## src/rtl/button_conditioner.sv

```systemverilog
// Pushbutton front end: two-flop synchroniser, debounce FSM, press pulse and clean level per button.
// Optional sel auto-repeat while held is compiled in with `define BUTTON_CONDITIONER_AUTOREPEAT_EN.

module button_channel #(
    parameter int DEBOUNCE_CYCLES = 1000000,
    parameter int REPEAT_CYCLES   = 0          // 0 disables auto-repeat for this channel
) (
    input  logic clk,
    input  logic rst_n,
    input  logic raw,
    output logic pulse,
    output logic level
);

    localparam int CW = $clog2(DEBOUNCE_CYCLES);
    localparam logic [CW-1:0] CNT_MAX = CW'(DEBOUNCE_CYCLES - 1);

    typedef enum logic [1:0] {
        RELEASED    = 2'd0,
        PRESS_CHK   = 2'd1,
        HELD        = 2'd2,
        RELEASE_CHK = 2'd3
    } state_t;

    logic [1:0]    sync_r;
    logic          s_s;
    state_t        state_r;
    state_t        state_n;
    logic [CW-1:0] cnt_r;
    logic [CW-1:0] cnt_n;
    logic          level_r;
    logic          level_n;
    logic          pulse_r;
    logic          press_s;
    logic          rpt_fire_s;

    assign s_s = sync_r[1];

    // Two-flop synchroniser for the asynchronous button input
    always_ff @(posedge clk or negedge rst_n) begin
        if (!rst_n) begin
            sync_r <= 2'b00;
        end else begin
            sync_r <= {sync_r[0], raw};
        end
    end

    // Debounce FSM: next state, qualification counter and level
    always_comb begin
        state_n = state_r;
        cnt_n   = cnt_r;
        level_n = level_r;
        press_s = 1'b0;
        case (state_r)
            RELEASED: begin
                if (s_s) begin
                    state_n = PRESS_CHK;
                    cnt_n   = '0;
                end else begin
                    state_n = RELEASED;
                end
            end
            PRESS_CHK: begin
                if (!s_s) begin
                    state_n = RELEASED;
                end else if (cnt_r == CNT_MAX) begin
                    state_n = HELD;
                    press_s = 1'b1;
                    level_n = 1'b1;
                end else begin
                    cnt_n = cnt_r + CW'(1'b1);
                end
            end
            HELD: begin
                if (!s_s) begin
                    state_n = RELEASE_CHK;
                    cnt_n   = '0;
                end else begin
                    state_n = HELD;
                end
            end
            RELEASE_CHK: begin
                if (s_s) begin
                    state_n = HELD;
                end else if (cnt_r == CNT_MAX) begin
                    state_n = RELEASED;
                    level_n = 1'b0;
                end else begin
                    cnt_n = cnt_r + CW'(1'b1);
                end
            end
            default: begin
                state_n = RELEASED;
                cnt_n   = '0;
                level_n = 1'b0;
            end
        endcase
    end

    // FSM, counter and registered outputs
    always_ff @(posedge clk or negedge rst_n) begin
        if (!rst_n) begin
            state_r <= RELEASED;
            cnt_r   <= '0;
            level_r <= 1'b0;
            pulse_r <= 1'b0;
        end else begin
            state_r <= state_n;
            cnt_r   <= cnt_n;
            level_r <= level_n;
            pulse_r <= press_s | rpt_fire_s;
        end
    end

    generate
        if (REPEAT_CYCLES >= 2) begin : g_repeat
            localparam int RW = $clog2(REPEAT_CYCLES);
            localparam logic [RW-1:0] RPT_MAX = RW'(REPEAT_CYCLES - 1);
            logic [RW-1:0] rcnt_r;
            logic          stay_held_s;

            assign stay_held_s = (state_r == HELD) && (state_n == HELD);
            assign rpt_fire_s  = stay_held_s && (rcnt_r == RPT_MAX);

            // Repeat timer: cleared on acceptance, runs in HELD, frozen elsewhere
            always_ff @(posedge clk or negedge rst_n) begin
                if (!rst_n) begin
                    rcnt_r <= '0;
                end else if (press_s) begin
                    rcnt_r <= '0;
                end else if (stay_held_s) begin
                    rcnt_r <= rpt_fire_s ? '0 : rcnt_r + RW'(1'b1);
                end else begin
                    rcnt_r <= rcnt_r;
                end
            end
        end else begin : g_no_repeat
            assign rpt_fire_s = 1'b0;
        end
    endgenerate

    assign pulse = pulse_r;
    assign level = level_r;

endmodule

module button_conditioner #(
    parameter int DEBOUNCE_CYCLES = 1000000,
    parameter int REPEAT_CYCLES   = 50000000
) (
    input  logic clk,
    input  logic rst_n,
    input  logic sel_raw,
    input  logic conf_raw,
    output logic sel_pulse,
    output logic conf_pulse,
    output logic sel_level,
    output logic conf_level
);

`ifdef BUTTON_CONDITIONER_AUTOREPEAT_EN
    localparam int SEL_REPEAT = REPEAT_CYCLES;
`else
    localparam int SEL_REPEAT = 0 * REPEAT_CYCLES;
`endif

    button_channel #(
        .DEBOUNCE_CYCLES (DEBOUNCE_CYCLES),
        .REPEAT_CYCLES   (SEL_REPEAT)
    ) u_sel (
        .clk   (clk),
        .rst_n (rst_n),
        .raw   (sel_raw),
        .pulse (sel_pulse),
        .level (sel_level)
    );

    // confirm never auto-repeats
    button_channel #(
        .DEBOUNCE_CYCLES (DEBOUNCE_CYCLES),
        .REPEAT_CYCLES   (0)
    ) u_conf (
        .clk   (clk),
        .rst_n (rst_n),
        .raw   (conf_raw),
        .pulse (conf_pulse),
        .level (conf_level)
    );

endmodule

```

## config.mk

```make
export PLATFORM = sky130hd
export DESIGN_NAME = button_conditioner
export DESIGN_NICKNAME = d
export VERILOG_FILES = /design/src/rtl/button_conditioner.sv
export SDC_FILE = /design/constraint.sdc
export NUM_CORES = 1
export LEC_CHECK = 0
export BUFFER_PORTS_ARGS = -buffer_cell sky130_fd_sc_hd__buf_2
export CORE_MARGIN = 1
export CORE_UTILIZATION = 35
export CTS_CLUSTER_SIZE = 16
export DETAILED_ROUTE_END_ITERATION = 12
export GPL_ROUTABILITY_DRIVEN = 0
export GPL_TIMING_DRIVEN = 0
export PLACE_DENSITY_LB_ADDON = 0.25
export SLEW_MARGIN = 20
export SYNTH_ARGS = -nofsm -noshare
export SYNTH_HDL_FRONTEND = slang
export SYNTH_SLANG_ARGS = --single-unit
export TNS_END_PERCENT = 50
```

## constraint.sdc

```tcl
create_clock -name clk -period 2.9 [get_ports clk]
set_input_delay 0.58 -clock clk [delete_from_list [all_inputs] [get_ports clk]]
set_output_delay 0.58 -clock clk [all_outputs]
set_load 0.01 [all_outputs]
```

==> qor.yml, run 1 <==
status: "completed"
end_kind: "register"
leakage_nw: 1.29
synth_cell_type_count: 55
post_cts_buffers: 0
diodes: 0
cts_tree: "done"
final_common_cell: "dfrtp_1"
critPathRequiredTime_ns: 3.12
synth_seq_cells: 52
p_clk_frac: 0.376
via_per_inst: 5.47
grt_pass1_vias: 2157
fp.dieH_microns: 92.0
syn_nets: 307
syn_area_per_cell_sq_um: 9.41
worstReg2RegEnd: "u_sel.cnt_r[14]"
fin_crit_sh: 0.842
clk_latency_ns: 0.30
grt_usage: 0.154
mostFrequentLayoutCells: "dfrtp_1 (52), nand2_1 (28), nor2_1 (26)"
maxSlewViolCount: 0
ctsResizeCount: 0
rows: 32
core_area_sq_um: 7770
critPathKind: "reg2reg"
rsz0062_at_grt: "false"
drt_iter0_markers: 96
cts_hold_buf: 0
clock_path_buffers: 2
drive_gt1_frac: 0.0886
fp.dieW_microns: 92.0
nFillCells: 780
synth_ff_type: "dfrtp_1"
hp-class: "in2async"
nets: 321
clk_pin_slew_ns: 0.10
grt_pass1_wl_mm: 10.4
finalHoldViolCount: 0
overflow: 0
switching_power_mw: 0.346
reg2regPathDepth: 7
placed_area_sq_um: 3000
final_area_sq_um: 3120
rr_startpoint: "u_sel.cnt_r[0]"
finalClockSkew_ns: 0.0125
relSlewSlack: 0.267
crit_path_max_fanout: 10
drtAntennaViolNets: 0
vias: 2287
yosysWarnings: 0
rrSetupSlack_ns: 0.46
p_sw_frac: 0.239
period_needed_ns: 2.44
drt-pass1-iter-count: 4
cts.sinks: 52
cts_buffers: 5
io_pins: 8
grt_antenna_before_repair: 0
pwr-share-seq: 0.549
max-cap-violations: 0
grt_max_degree: 53
max_freq_mhz: 410
setup_tns_ns: 0
ir_worst_vdd_uv: 215
internal_power_mw: 1.10
root_buffer: "clkbuf_8"
wirelength_mm: 6.02
dieArea_sq_um: 8460
synthesis.area_sq_um: 2830
setup_viol: 0
synth_edf_count: 0
tightestPinTransition_ns: 1.09
initial_core_util: 0.365
arrival_ns: 2.66
drcViolationCount: 0
seq_area_frac_synth: 0.459
p_comb_frac: 0.075
async_flop_share: 1.00
dp_hpwl_mm: 4.12
htree_levels: 2
syn_inst: 301
port_buffers: 7
cp-start-kind: "register"
area_delta_synth_final_pct: 10.3
wire_per_inst_microns: 14.4
power_density_nw_per_um2: 463
-- routing by layer --
layer	global-route usage	vias to the layer above	wire [microns]
met1	0.205	1116	2900
met2	0.256	25	2920
met5	0	-	0
met3	0.0274	4	143
met4	0.0417	0	51
li1	-	1142	-
-- worst max-delay path by stage --
| stage | start | endpoint | slack, ns | depth (start not counted) |
|---|---|---|---|---|
| 4_1_cts | u_sel.cnt_r[0] | u_sel.cnt_r[17] | 0.44 | 7 |
| 3_5_place_dp | u_sel.cnt_r[0] | u_sel.cnt_r[17] | 0.46 | 7 |
| 5_1_grt | u_conf.cnt_r[13] | u_conf.cnt_r[6] | 0.23 | 5 |
| 6_report | u_sel.cnt_r[0] | u_sel.cnt_r[14] | 0.46 | 7 |
| 3_3_place_gp | u_sel.cnt_r[0] | u_sel.cnt_r[14] | 0.47 | 7 |
| 2_1_floorplan | u_sel.cnt_r[0] | u_sel.cnt_r[0] | 0.67 | 8 |
-- flip-flops by register name, indices dropped and copies added (netlist names), named ones only --
signal and count:
u_sel.cnt_r 20, u_sel.level 1, u_conf.state_r 1, u_sel.state_r 1, u_conf.pulse 1, u_conf.level 1, u_sel.pulse 1, u_sel.sync_r 2
u_conf.sync_r 2, u_conf.cnt_r 20
-- per-stage QoR --
step | utilization | cells | setup slack [ns] | hold WS (ns) | total power [mW]
6_report | 0.402 | 418 | 0.458 | 0.293 | 1.45
5_1_grt | 0.402 | 418 | 0.234 | 0.357 | 1.52
4_1_cts | 0.402 | 418 | 0.437 | 0.328 | 1.47
3_5_place_dp | 0.386 | 410 | 0.460 | 0.337 | 0.918
3_3_place_gp | 0.386 | 410 | 0.470 | 0.333 | 0.913
2_1_floorplan | - | 301 | 0.668 | 0.284 | 0.874
-- cell usage after synthesis (2+ instances only) --
cell type,instances,area share
a21oi_1,15,0.027
nand2_1,28,0.037
inv_1,8,0.011
a22o_1,5,0.015
a31oi_1,14,0.031
o211a_1,2,0.0071
nor2_1,26,0.034
and2_1,2,0.0044
nand4_1,7,0.015
buf_6,3,0.012
or2b_1,2,0.0053
xnor2_1,10,0.031
nor4b_1,3,0.0093
and4_1,3,0.0093
o21ai_0,10,0.018
dfrtp_1,52,0.46
mux2i_1,9,0.032
o21ai_1,5,0.0088
and3_1,4,0.0088
a221o_1,2,0.0071
nand2b_1,3,0.0066
clkbuf_1,6,0.0079
nor3_1,10,0.018
nor4_1,11,0.024
buf_2,2,0.0035
nor3b_1,3,0.0079
a41oi_1,3,0.0093
mux2_2,2,0.0079
ha_1,2,0.0088
nand3_1,24,0.042
-- cell families (layout without fill, tap and decap cells) --
logic type	after synthesis	count (layout)	share of synthesized area
fa+ha+maj	2	2	0.00883
compound gates	68	68	0.163
simple gates	134	134	0.249
buf+inv	22	37	0.0420
flops	52	52	0.459
xor+xnor	11	11	0.0340
mux	12	12	0.0437
-- cell type report --
cell class / count / area, sq um / share of cell area
Sequential cell: 52 / 1300 / 0.416
Clock inverter: 1 / 30.0 / 0.00961
Tap cell: 102 / 128 / 0.0408
Multi-Input combinational cell: 227 / 1410 / 0.452
Timing Repair Buffer: 7 / 37.5 / 0.0120
Buffer: 13 / 85.1 / 0.0272
Inverter: 9 / 33.8 / 0.0108
Clock buffer: 7 / 96.3 / 0.0308
-- power groups by stage --
stage	clock network, mW	registers, mW	logic, mW
finish	0.544	0.794	0.109
global route	0.591	0.800	0.125
CTS	0.566	0.793	0.112
detailed placement	0	0.806	0.112
global placement	0	0.805	0.108
floorplan	0	0.798	0.0761
-- critical path, cell delays in order (launching register included) --
cell and delay [ns]:
dfrtp_1 0.43, ha_1 0.23, nand3_4 0.12, or4_4 0.56, buf_6 0.15, o31ai_4 0.44
inv_2 0.20, a31oi_1 0.21
(Power assumes the default switching activity.)
==> run 2, diff against run 1 <==
- ABC_AREA: not set -> 1
- clock period: 2.9 -> 2.5 ns (I/O delays scaled with it)
==> run 2 against run 1 <==
  * The flow now finishes with violations (design-rule violations)
  * Non-clock buffer count down 2
  * Fmax up 26%
  * Routed wire length up 23%
  * Largest cell class unchanged
  * Largest power group unchanged
==> qor.yml, run 2 <==
clk_pin_slew_ns: 0.10  # about the same
initial_core_util: 0.364  # was 0.365
arrival_ns: 2.17  # was 2.66 ns
max-cap-violations: 0  # unchanged
cp-start-kind: "register"  # unchanged
setup_tns_ns: 0  # unchanged
cts_hold_buf: 0  # unchanged
drt-pass1-iter-count: 8  # was 4
synth.most_common_cell: "nand2_1"  # was dfrtp_1
clock_path_buffers: 2  # unchanged
finalHoldViolCount: 0  # unchanged
synth_edf_count: 0  # unchanged
p_comb_frac: 0.091  # was 0.075
end_kind: "register"  # unchanged
grt_max_degree: 53  # unchanged
placed_cells: 570  # was 410
drtAntennaViolNets: 0  # unchanged
core_area_sq_um: 8810  # was 7770 sq um
syn_nets: 461  # was 307
io_pins: 8  # unchanged
vias: 2958  # was 2,287
syn_inst: 455  # was 301
failed_checks: "design-rule violations"
clk_latency_ns: 0.31  # was 0.30 ns
seq_area_frac_synth: 0.406  # was 0.459
yosysWarnings: 0  # unchanged
yosys-top-cells-count: "nand2_1 (124), nand3_1 (65), nor2_1 (65)"  # was dfrtp_1 (52), nand2_1 (28), nor2_1 (26)
setup_viol: 0  # unchanged
async_flop_share: 1.00  # unchanged
synth_cell_type_count: 29  # was 55
critPathRequiredTime_ns: 2.74  # was 3.12 ns
largestRegisters: "u_conf.cnt_r (20), u_sel.cnt_r (20)"  # unchanged
crit_path_max_fanout: 10  # unchanged
drcViolationCount: 2  # was 0
leakage_nw: 1.54  # was 1.29 nW
grt_pass1_vias: 2860  # was 2,157
via_per_inst: 5.12  # was 5.47
post_cts_buffers: 0  # unchanged
instances_no_fill: 578  # was 418
grt_antenna_before_repair: 0  # unchanged
fin_crit_sh: 0.773  # was 0.842
critPathKind: "reg2reg"  # unchanged
root_buffer: "clkbuf_8"  # unchanged
ctsResizeCount: 0  # unchanged
cts.sinks: 52  # unchanged
tightestPinTransition_ns: 0.669  # was 1.09 ns
dieArea_sq_um: 9540  # was 8460 sq um
cts_tree: "done"  # unchanged
fp.dieW_microns: 97.7  # was 92.0 microns
nets: 475  # was 321
drive_gt1_frac: 0.0915  # was 0.0886
hp-class: "in2async"  # unchanged
grt_usage: 0.174  # was 0.154
synth_ff_type: "dfrtp_1"  # unchanged
yosysTopAreaCellShare: 0.406  # was 0.459
syn_area_per_cell_sq_um: 7.04  # was 9.41 sq um
finalClockSkew_ns: 0.0120  # was 0.0125 ns
ys_top_cells_by_area: "dfrtp_1 (41%), nand2_1 (15%), nand3_1 (10%)"  # was dfrtp_1 (46%), nand3_1 (4.2%), nand2_1 (3.7%)
relSlewSlack: 0.554  # was 0.267
rows: 34  # was 32
p_sw_frac: 0.256  # was 0.239
cts_buffers: 5  # unchanged
pwr-share-seq: 0.549  # about the same
grt_pass1_wl_mm: 13.5  # was 10.4 mm
htree_levels: 2  # unchanged
p_clk_frac: 0.360  # was 0.376
drt_iter0_markers: 164  # was 96
mostFrequentLayoutCells: "nand2_1 (124), nor2_1 (65), nand3_1 (65)"  # was dfrtp_1 (52), nand2_1 (28), nor2_1 (26)
synthesis.area_sq_um: 3200  # was 2830 sq um
diodes: 0  # unchanged
fp.dieH_microns: 97.7  # was 92.0 microns
period_needed_ns: 1.93  # was 2.44 ns
rsz0062_at_grt: "false"  # unchanged
internal_power_mw: 1.21  # was 1.10 mW
maxSlewViolCount: 0  # unchanged
wire_per_inst_microns: 12.8  # was 14.4 microns
dp_hpwl_mm: 5.40  # was 4.12 mm
port_buffers: 7  # unchanged
yosys.area.top_type: "dfrtp_1"  # unchanged
wirelength_mm: 7.40  # was 6.02 mm
synth_seq_cells: 52  # unchanged
power_density_nw_per_um2: 465  # was 463 nW/um^2
ir_worst_vdd_uv: 286  # was 215 uV
max_freq_mhz: 518  # was 410 MHz
status: "finished with violations"  # was completed
nFillCells: 909  # was 780
overflow: 0  # unchanged
final_common_cell: "nand2_1"  # was dfrtp_1
area_delta_synth_final_pct: 8.75  # was 10.3%
switching_power_mw: 0.415  # was 0.346 mW
## run 2: cell types whose count changed in the layout (fill, tap and decap cells not counted), moves of 10 or more
cell     before  now
nand2_2       0   10
nor4_1       11    0
a21oi_1      15    0
inv_1         8   48
nor2_1       26   65
a31oi_1      14    0
nand3_1      24   65
nand2_1      28  124
## run 2: worst paths after layout
path,start,end,slack [ns],cells after the start
max,u_conf.cnt_r[0],u_conf.cnt_r[13],0.57,10
min,rst_n,u_conf.cnt_r[2],0.22,1
max reg2reg,u_conf.cnt_r[0],u_conf.cnt_r[13],0.57,10
min reg2reg,u_conf.sync_r[0],u_conf.sync_r[1],0.36,0
max in group asynchronous,rst_n,u_sel.cnt_r[7],1.83,1
min in group clk,sel_raw,u_sel.sync_r[0],0.29,1
## run 2: power by group through the flow
stage | combinational (mW) | clock (mW) | sequential, mW
final | 0.147 | 0.584 | 0.889
after floorplan | 0.0981 | 0 | 0.900
after global placement | 0.147 | 0 | 0.905
after global routing | 0.169 | 0.643 | 0.893
after CTS | 0.150 | 0.610 | 0.890
after detailed placement | 0.149 | 0 | 0.906
## run 2: layer usage
layer | vias to the layer above | track usage | wire [microns]
met5 | - | 0 | 0
met4 | 0 | 0.0455 | 75
met3 | 9 | 0.0273 | 299
met2 | 75 | 0.265 | 3190
met1 | 1385 | 0.254 | 3830
li1 | 1489 | - | -
## run 2: area by class of cell
cell class / instances / area, sq um / area share
Buffer: 11 / 87.6 / 0.0251
Clock inverter: 2 / 35.0 / 0.0101
Tap cell: 108 / 135 / 0.0388
Sequential cell: 52 / 1300 / 0.374
Multi-Input combinational cell: 342 / 1620 / 0.466
Inverter: 50 / 193 / 0.0553
Clock buffer: 6 / 72.6 / 0.0208
Timing Repair Buffer: 7 / 37.5 / 0.0108
## run 2: worst max-delay path: stages (launching register included)
cell and delay [ns]:
dfrtp_1 0.47, ha_1 0.36, nand2_2 0.12, nor2_4 0.15, nand4_2 0.12, nor2_4 0.17
nor2_4 0.09, inv_6 0.11, buf_8 0.15, nand2_2 0.06, o21ai_2 0.05
## run 2: logic make-up (layout without fill, tap and decap cells)
group / after synthesis / after routing / synth area share
buffers and inverters: 61 / 76 / 0.0875
AO/OA/AOI/OAI: 35 / 35 / 0.0617
adder cells (fa/ha/maj): 2 / 2 / 0.00781
AND/OR/NAND/NOR: 296 / 296 / 0.412
flip-flops: 52 / 52 / 0.406
XOR/XNOR: 9 / 9 / 0.0246
## run 2: metrics by stage
step / instance area [sq um] / setup slack [ns] / total power, mW / hold WS (ns) / utilization
after floorplan: 3200 / 0.911 / 0.998 / 0.204 / -
after global placement: 3370 / 0.579 / 1.05 / 0.334 / 0.383
after detailed placement: 3380 / 0.558 / 1.06 / 0.336 / 0.383
after CTS: 3480 / 0.532 / 1.65 / 0.263 / 0.396
final: 3480 / 0.568 / 1.62 / 0.219 / 0.396
after global routing: 3480 / 0.370 / 1.71 / 0.273 / 0.396
